File: src/rtl/mul32_iter.sv
// rtl/mul32_iter.sv - iterative radix-2 shift-add multiplier for RV32M MUL/MULH/MULHSU/MULHU
// One partial sum per cycle through a 32-bit group-carry adder; 33 edges from accept to result.

module mul32_gc_adder (
   input  logic [31:0] x,
   input  logic [31:0] y,
   input  logic        cin,
   output logic [31:0] sum,
   output logic        cout
);

   logic [31:0] gen;
   logic [31:0] prp;
   logic [31:0] carry;
   logic [7:0]  grp_g;
   logic [7:0]  grp_p;
   logic [8:0]  grp_c;

   assign gen = x & y;
   assign prp = x ^ y;

   // 4-bit groups: lookahead between groups, ripple inside each group
   always_comb begin
      grp_g = '0;
      grp_p = '0;
      grp_c = '0;
      carry = '0;
      grp_c[0] = cin;
      for (int k = 0; k < 8; k++) begin
         grp_g[k] = gen[4*k+3]
                  | (prp[4*k+3] & gen[4*k+2])
                  | (prp[4*k+3] & prp[4*k+2] & gen[4*k+1])
                  | (prp[4*k+3] & prp[4*k+2] & prp[4*k+1] & gen[4*k]);
         grp_p[k] = &prp[4*k +: 4];
         grp_c[k+1] = grp_g[k] | (grp_p[k] & grp_c[k]);
      end
      for (int k = 0; k < 8; k++) begin
         carry[4*k] = grp_c[k];
         for (int j = 1; j < 4; j++) begin
            carry[4*k+j] = gen[4*k+j-1] | (prp[4*k+j-1] & carry[4*k+j-1]);
         end
      end
   end

   assign sum  = prp ^ carry;
   assign cout = grp_c[8];

endmodule

module mul32_iter #(
   parameter int ITERS = 32
) (
   input  logic        clk,
   input  logic        rst_n,
   input  logic        in_valid,
   output logic        in_ready,
   input  logic [31:0] a,
   input  logic [31:0] b,
   input  logic [1:0]  op,
   output logic        out_valid,
   input  logic        out_ready,
   output logic [31:0] result
);

   localparam logic [1:0] S_IDLE = 2'd0;
   localparam logic [1:0] S_ITER = 2'd1;
   localparam logic [1:0] S_FIX  = 2'd2;
   localparam logic [1:0] S_DONE = 2'd3;

   localparam logic [1:0] OP_MUL    = 2'b00;
   localparam logic [1:0] OP_MULH   = 2'b01;
   localparam logic [1:0] OP_MULHSU = 2'b10;

   localparam int            CW       = $clog2(ITERS);
   localparam logic [CW-1:0] CNT_LAST = CW'(ITERS - 1);

   logic [1:0]    state;
   logic [63:0]   prod;
   logic [31:0]   mcand;
   logic [CW-1:0] cnt;
   logic          neg;
   logic [1:0]    op_q;

   logic          accept;
   logic          a_signed;
   logic          b_signed;
   logic          a_neg;
   logic          b_neg;
   logic [31:0]   a_mag;
   logic [31:0]   b_mag;
   logic [31:0]   add_y;
   logic [31:0]   add_sum;
   logic          add_cout;
   logic [63:0]   prod_fixed;

   assign in_ready = (state == S_IDLE);
   assign accept   = in_valid & (state == S_IDLE);

   // Operand decode only feeds registers on the accept edge, so junk on a/b/op elsewhere is harmless
   assign a_signed = (op == OP_MULH) | (op == OP_MULHSU);
   assign b_signed = (op == OP_MULH);
   assign a_neg    = a_signed & a[31];
   assign b_neg    = b_signed & b[31];
   assign a_mag    = a_neg ? (~a + 32'd1) : a;
   assign b_mag    = b_neg ? (~b + 32'd1) : b;

   assign add_y = prod[0] ? mcand : 32'd0;

   mul32_gc_adder u_adder (
      .x    (prod[63:32]),
      .y    (add_y),
      .cin  (1'b0),
      .sum  (add_sum),
      .cout (add_cout)
   );

   assign prod_fixed = neg ? (~prod + 64'd1) : prod;

   always_ff @(posedge clk or negedge rst_n) begin
      if (!rst_n) begin
         state     <= S_IDLE;
         prod      <= '0;
         mcand     <= '0;
         cnt       <= '0;
         neg       <= 1'b0;
         op_q      <= '0;
         out_valid <= 1'b0;
         result    <= '0;
      end else begin
         case (state)
            S_IDLE: begin
               if (accept) begin
                  mcand <= a_mag;
                  prod  <= {32'd0, b_mag};
                  neg   <= a_neg ^ b_neg;
                  op_q  <= op;
                  cnt   <= '0;
                  state <= S_ITER;
               end
            end
            S_ITER: begin
               prod <= {add_cout, add_sum, prod[31:1]};
               cnt  <= cnt + 1'b1;
               if (cnt == CNT_LAST) begin
                  state <= S_FIX;
               end
            end
            S_FIX: begin
               prod      <= prod_fixed;
               result    <= (op_q == OP_MUL) ? prod_fixed[31:0] : prod_fixed[63:32];
               out_valid <= 1'b1;
               state     <= S_DONE;
            end
            S_DONE: begin
               if (out_ready) begin
                  out_valid <= 1'b0;
                  state     <= S_IDLE;
               end
            end
            default: begin
               state <= S_IDLE;
            end
         endcase
      end
   end

endmodule

File: config.mk
export PLATFORM = sky130hd
export DESIGN_NAME = mul32_iter
export DESIGN_NICKNAME = d
export VERILOG_FILES = /design/src/rtl/mul32_iter.sv
export SDC_FILE = /design/constraint.sdc
export NUM_CORES = 1
export LEC_CHECK = 0
export CELL_PAD_IN_SITES_DETAIL_PLACEMENT = 1
export CELL_PAD_IN_SITES_GLOBAL_PLACEMENT = 2
export CORE_MARGIN = 2
export CORE_UTILIZATION = 28
export DETAILED_ROUTE_END_ITERATION = 16
export PLACE_DENSITY = 0.72
export SLEW_MARGIN = 20
export SYNTH_ARGS = -nofsm -noshare
export SYNTH_HDL_FRONTEND = slang
export SYNTH_SLANG_ARGS = --single-unit
export TNS_END_PERCENT = 5
File: constraint.sdc
create_clock -name clk -period 4.9 [get_ports clk]
set_input_delay 0.49 -clock clk [delete_from_list [all_inputs] [get_ports clk]]
set_output_delay 0.49 -clock clk [all_outputs]
set_load 0.05 [all_outputs]
==> impl_metrics.json, run 1 <==
{
  "die_area_sq_um": 39500,
  "holdBufCountCts": 0,
  "reg2regPathDepth": 16,
  "die_width_um": 199,
  "p_per_area_nw_per_um2": 721,
  "violations": "negative hold slack",
  "fin_skew_ns": 0.0104,
  "initial_core_util_pct": 28.3,
  "timing.setup.tns_ns": 0,
  "clock_sinks": 139,
  "num_rows": 71,
  "area_growth_syn_to_layout_pct": 20.7,
  "synth_top_cells_by_area": "dfrtp_1 33%, xnor2_1 5.9%, o21ai_0 5.2%",
  "grt.overflow.total": 0,
  "yosysWarnings": 0,
  "ys_ff_latch": 139,
  "synth_compound_area_share_pct": 24.7,
  "synth_most_common_cell": "dfrtp_1",
  "core_area_sq_um": 37500,
  "critPathKind": "reg2reg",
  "clk_latency_ns": 0.44,
  "worstPathArrival_ns": 4.36,
  "async_flop_share_pct": 100,
  "met1_usage_pct": 28.5,
  "met3_usage_pct": 2.49,
  "grt_pass1_wl_mm": 60.2,
  "num_io_pins": 104,
  "route.detailed.drc": 0,
  "yosysTopAreaCell": "dfrtp_1",
  "post-route-period-util_pct": 82.6,
  "synthTopCellsByCount": "139 x dfrtp_1, 128 x nand2_1, 111 x o21ai_0, 100 x nor2_1, 92 x a21oi_1",
  "wl_per_cell_um": 20.7,
  "synthSimpleGateAreaFrac_pct": 16.9,
  "cap_violations": 0,
  "synthMuxAreaShare_pct": 0.908,
  "worstMarginPinSlew_ns": 0.836,
  "postCtsResizedCells": 0,
  "yosysSeqAreaShare_pct": 32.8,
  "setup_viol": 0,
  "max_freq_ghz": 0.247,
  "root_buffer": "clkbuf_16",
  "first_pass_iters": 5,
  "drtAntennaViolNets": 0,
  "die_h_um": 199,
  "synth_top_area_share_pct": 32.8,
  "r2r-end": "prod[58]",
  "hold_ws_ns": -0.00245,
  "ys.flop_type": "dfrtp_1",
  "grt_usage_pct": 19.9,
  "grt_setup_unrepaired": "false",
  "grt_pass1_vias": 10100,
  "final_area_sq_um": 12800,
  "crit-reg2reg-launch": "prod[0]",
  "synth_area_sq_um": 10600,
  "worstHoldPathType": "in2async",
  "synth_top_family_by_area": "compound AO/OA/AOI/OAI gates",
  "crit_path_end_kind": "flip-flop",
  "place.gp.congestion": 0.843,
  "nNetsFinal": 1463,
  "dp_hpwl_mm": 28.7,
  "grt_antenna_before_repair": 1,
  "critPathLaunchType": "flip-flop",
  "synth.net_count": 1390,
  "cts-htree-levels": 4,
  "outcome": "finished with violations",
  "grt_max_degree": 69,
  "path_max_fanout": 16,
  "synthDistinctLibCells": 71,
  "routed_wl_mm": 38.3,
  "portBuffers": 103,
  "synth_xor_xnor_area_share_pct": 10.1,
  "tritoncts": "done",
  "syn_avg_cell_area_sq_um": 8.46,
  "required_ns": 5.22,
  "placed_area_sq_um": 12200,
  "num_vias": 9788,
  "synthAdderAreaFrac_pct": 9.41,
  "avgViaCountPerCell": 5.29,
  "period_needed_ns": 4.05,
  "clk_path_buf_depth": 2,
  "rrSetupSlack_ns": 0.85,
  "post-cts-setup-buffer-count": 0,
  "n_antenna_cell": 0,
  "finalMaxSlewViolations": 0,
  "drt_iter0_drc": 497,
  "p_leak_nw": 5.21,
  "grt_use_met2_pct": 31.3,
  "hold_viol_final": 1,
  "ir_drop_mv": 0.354,
  "synth_enable_flop_cells": 0,
  "drive_above_1_share_pct": 5.75,
  "relSlewSlack_pct": 44.3,
  "syn_inst": 1254,
  "path_clk_slew_ns": 0.06,
  "busiest_layer": "met2",
  "cts_made_buffers": 17
}
==> sequential cells by signal (all words and copies together) (netlist names) <==
register   flops
prod          64
mcand         32
result        32
cnt            5
op_q           2
state          2
neg            1
out_valid      1
==> power breakdown <==
part           leakage (nW)  switching, mW  internal (mW)
Clock                 0.302          0.541          0.870
Combinational          3.15           3.56           1.87
Sequential             1.75          0.708           1.69
Total                  5.21           4.81           4.43
==> layer usage <==
| metal | part of all wire (%) | wire (um) |
|---|---|---|
| met1 | 50 | 19000 |
| met2 | 44 | 17000 |
| met3 | 3.4 | 1310 |
| met4 | 2.4 | 906 |
| met5 | 0.034 | 13 |
==> critical path, cell delays in order (launching register included) <==
cell	delay, ns
dfrtp_1	0.70
nand2_1	0.20
inv_1	0.09
ha_1	0.23
a21o_1	0.18
a211o_1	0.30
a41oi_1	0.23
nor4b_1	0.09
a2bb2oi_1	0.43
and2_1	0.21
fa_1	0.18
fa_1	0.16
inv_1	0.05
fa_1	0.37
xnor2_1	0.16
nor2_1	0.06
a221o_1	0.27
==> cell type report <==
| class | count | area, sq um |
|---|---|---|
| repair buffers | 124 | 1190 |
| flip-flops and latches | 139 | 3480 |
| clock buffers | 23 | 498 |
| fillers | 4481 | 24700 |
| well taps | 511 | 639 |
| clock inverters | 9 | 135 |
| inverters | 76 | 285 |
| multi-input cells | 969 | 6580 |
==> worst max path at each step <==
stage	startpoint	endpoint	slack, ns	depth (start not counted)
floorplan	prod[0]	prod[57]	1.27	16
global placement	prod[0]	prod[58]	0.93	16
detailed placement	prod[0]	prod[58]	0.83	16
CTS	prod[0]	prod[58]	0.80	16
global route	prod[0]	prod[57]	0.58	14
finish	prod[0]	prod[58]	0.85	16
==> placed cells by master (no fill, tap or decap), types with 15 or more instances in the layout <==
| cell | instances |
|---|---|
| nor2_1 | 100 |
| nor3_1 | 33 |
| a21oi_1 | 92 |
| nand2_1 | 127 |
| o221ai_1 | 15 |
| o21a_1 | 15 |
| o31ai_1 | 22 |
| inv_1 | 75 |
| o22ai_1 | 25 |
| xnor2_1 | 71 |
| xor2_1 | 51 |
| clkbuf_16 | 17 |
| buf_4 | 21 |
| o32a_1 | 16 |
| dfrtp_1 | 138 |
| fa_1 | 23 |
| ha_1 | 43 |
| clkdlybuf4s50_1 | 102 |
| o21ai_0 | 111 |
==> cells by family (layout without fill, tap and decap cells) <==
logic type               Yosys count  in the layout
XOR/XNOR                         122            122
AND/OR/NAND/NOR                  376            376
adder cells (fa/ha/maj)           66             66
multiplexers                       9              9
AO/OA/AOI/OAI                    396            396
buffers and inverters            146            232
flip-flops                       139            139
==> through the flow <==
stage,cells,util [%],setup WS (ns),total power [mW]
after floorplan,1254,-,1.27,5.81
after CTS,1851,34.1,0.804,9.28
after detailed placement,1819,32.5,0.828,7.82
after global routing,1851,34.2,0.581,9.93
after global placement,1819,32.5,0.935,7.72
final,1851,34.2,0.854,9.24
No activity file was read; power rests on OpenSTA's default activity.
==> run 2: changes to the inputs <==
--- a/config.mk
+++ b/config.mk
@@ -10,7 +10,7 @@
 export CORE_MARGIN = 2
 export CORE_UTILIZATION = 28
 export DETAILED_ROUTE_END_ITERATION = 16
-export PLACE_DENSITY = 0.72
+export PLACE_DENSITY = 0.75
 export SLEW_MARGIN = 20
 export SYNTH_ARGS = -nofsm -noshare
 export SYNTH_HDL_FRONTEND = slang
==> constraint.sdc (replaced) <==
create_clock -name clk -period 3.4 [get_ports clk]
set_input_delay 0.34 -clock clk [delete_from_list [all_inputs] [get_ports clk]]
set_output_delay 0.34 -clock clk [all_outputs]
set_load 0.05 [all_outputs]
==> impl_metrics.json, run 2 (synthesis gave the netlist of run 1 again) <==
{
  "reg_top3": "prod x64, mcand x32, result x32",
  "postLayoutCoreUtil_pct": 37.2,
  "first_pass_iters": 4,
  "grt_antenna_before_repair": 0,
  "setup_viol": 9,
  "finalPower_mw": 14.2,
  "p_leak_nw": 5.76,
  "largest_reg_flops": 64,
  "cts_made_buffers": 17,
  "crit-reg2reg-launch": "prod[0]",
  "nNetsFinal": 1574,
  "die_h_um": 199,
  "drt_iter0_drc": 500,
  "path_delay_family": "adder cells",
  "critPathKind": "reg2reg",
  "num_rows": 71,
  "pre_cts_ws_ns": -0.278,
  "drive_above_1_share_pct": 17.0,
  "final_common_cell": "dfrtp_1",
  "n_antenna_cell": 0,
  "period_needed_ns": 3.60,
  "clk_latency_ns": 0.44,
  "startpoint": "prod[0]",
  "crit_path_end_kind": "flip-flop",
  "worstPathArrival_ns": 3.92,
  "fin_skew_ns": 0.0127,
  "violations": "negative setup slack",
  "place.gp.congestion": 0.844,
  "grt.overflow.total": 0,
  "grt_pass1_wl_mm": 62.2,
  "cts-htree-levels": 4,
  "required_ns": 3.72,
  "ir_drop_mv": 0.344,
  "avgViaCountPerCell": 5.22,
  "worstMarginPinSlew_ns": 0.786,
  "reg2regPathDepth": 15,
  "rrSetupSlack_ns": -0.20,
  "num_io_pins": 104,
  "path_buf_inv": 2,
  "worstHoldPathType": "in2async",
  "grt_setup_unrepaired": "true",
  "wl_per_cell_um": 20.1,
  "slowest_stage": "dfrtp_2",
  "grt_pass1_vias": 10600,
  "initial_core_util_pct": 28.3,
  "mostFrequentLayoutCells": "137 x dfrtp_1, 127 x buf_4, 117 x nand2_1",
  "root_buffer": "clkbuf_16",
  "die_width_um": 199,
  "finalMaxSlewViolations": 0,
  "critPathLaunchType": "flip-flop",
  "max_freq_ghz": 0.278,
  "die_area_sq_um": 39500,
  "dp_hpwl_mm": 30.1,
  "area_growth_syn_to_layout_pct": 31.5,
  "drtAntennaViolNets": 0,
  "crit_path_end": "prod[57]",
  "path_max_fanout": 8,
  "num_vias": 10200,
  "critical_path.most_common_cell": "fa_2",
  "hold_viol_final": 0,
  "core_area_sq_um": 37500,
  "fin_ws_ns": -0.199,
  "portBuffers": 103,
  "clock_sinks": 139,
  "max_flop_register": "prod",
  "crit_cells": 15,
  "path_clk_slew_ns": 0.07,
  "slowest_delay_ns": 0.45,
  "tritoncts": "done",
  "grt_max_degree": 65,
  "path_cells": "buf_12 -> and2_4 -> ha_4 -> nand2_2 -> o211ai_1 -> a41oi_2 -> nor4b_4 -> a2bb2oi_4 -> and2_4 -> fa_2 -> fa_2 -> inv_2 -> fa_2 -> a21oi_2 -> o21ai_1",
  "cap_violations": 0,
  "r2r-end": "prod[57]",
  "routed_wl_mm": 39.4,
  "grt_usage_pct": 20.5,
  "post-route-period-util_pct": 106,
  "route.detailed.drc": 0,
  "clk_path_buf_depth": 2,
  "p_per_area_nw_per_um2": 1020,
  "outcome": "finished with violations",
  "relSlewSlack_pct": 47.5
}
[run 2: stage by stage]
| step | setup TNS, ns | instance area [sq um] | instances | hold slack, ns |
|---|---|---|---|---|
| finish | -1.00 | 14000 | 1962 | 0.474 |
| global route | -2.32 | 14000 | 1962 | 0.511 |
| CTS | -1.44 | 13800 | 1956 | 0.481 |
| detailed placement | -1.30 | 13000 | 1918 | 0.387 |
| global placement | -0.514 | 13000 | 1918 | 0.390 |
| floorplan | -0.0714 | 10700 | 1254 | 0.0444 |
[run 2: worst register-to-register path, cell delays in order (launching register included)]
cell and delay, ns:
dfrtp_2 0.45, buf_12 0.16, and2_4 0.15, ha_4 0.28, nand2_2 0.05, o211ai_1 0.22, a41oi_2 0.20, nor4b_4 0.30
a2bb2oi_4 0.11, and2_4 0.18, fa_2 0.33, fa_2 0.34, inv_2 0.06, fa_2 0.43, a21oi_2 0.13, o21ai_1 0.08
[run 2: worst min path at each step]
stage,end,slack [ns]
floorplan,cnt[0],0.04
global placement,prod[20],0.39
detailed placement,prod[20],0.39
CTS,mcand[7],0.48
global route,mcand[27],0.51
finish,prod[20],0.47
[run 2: layer usage]
layer	wire [um]	up-vias	GRT usage, %
met5	0	-	0
met1	19600	5116	29.4
li1	-	4889	-
met3	1370	35	2.75
met2	17700	205	32.1
met4	773	0	5.86
[run 2: power by group]
group,total (mW),internal (mW),switching [mW]
clock,1.92,1.12,0.807
sequential,3.31,2.44,0.870
combinational,9.00,3.49,5.51
total,14.2,7.05,7.19
[run 2: final cells by class]
cell class	count	area, sq um
flip-flops and latches	139	3480
well taps	511	639
clock inverters	11	118
clock buffers	21	460
repair buffers	235	2070
inverters	76	285
multi-input cells	969	6900
fillers	4441	23500
[run 2: repair_timing]
| action | in CTS | in global routing |
|---|---|---|
| buffers inserted | 4 | 7 |
| cloned | 1 | 0 |
| pin swaps | 11 | 28 |
| setup endpoints to repair | 10 | 20 |
| endpoints found under the hold margin | 61 | 0 |
| gates resized for setup | 29 | 33 |
| hold buffers | 1 | 0 |
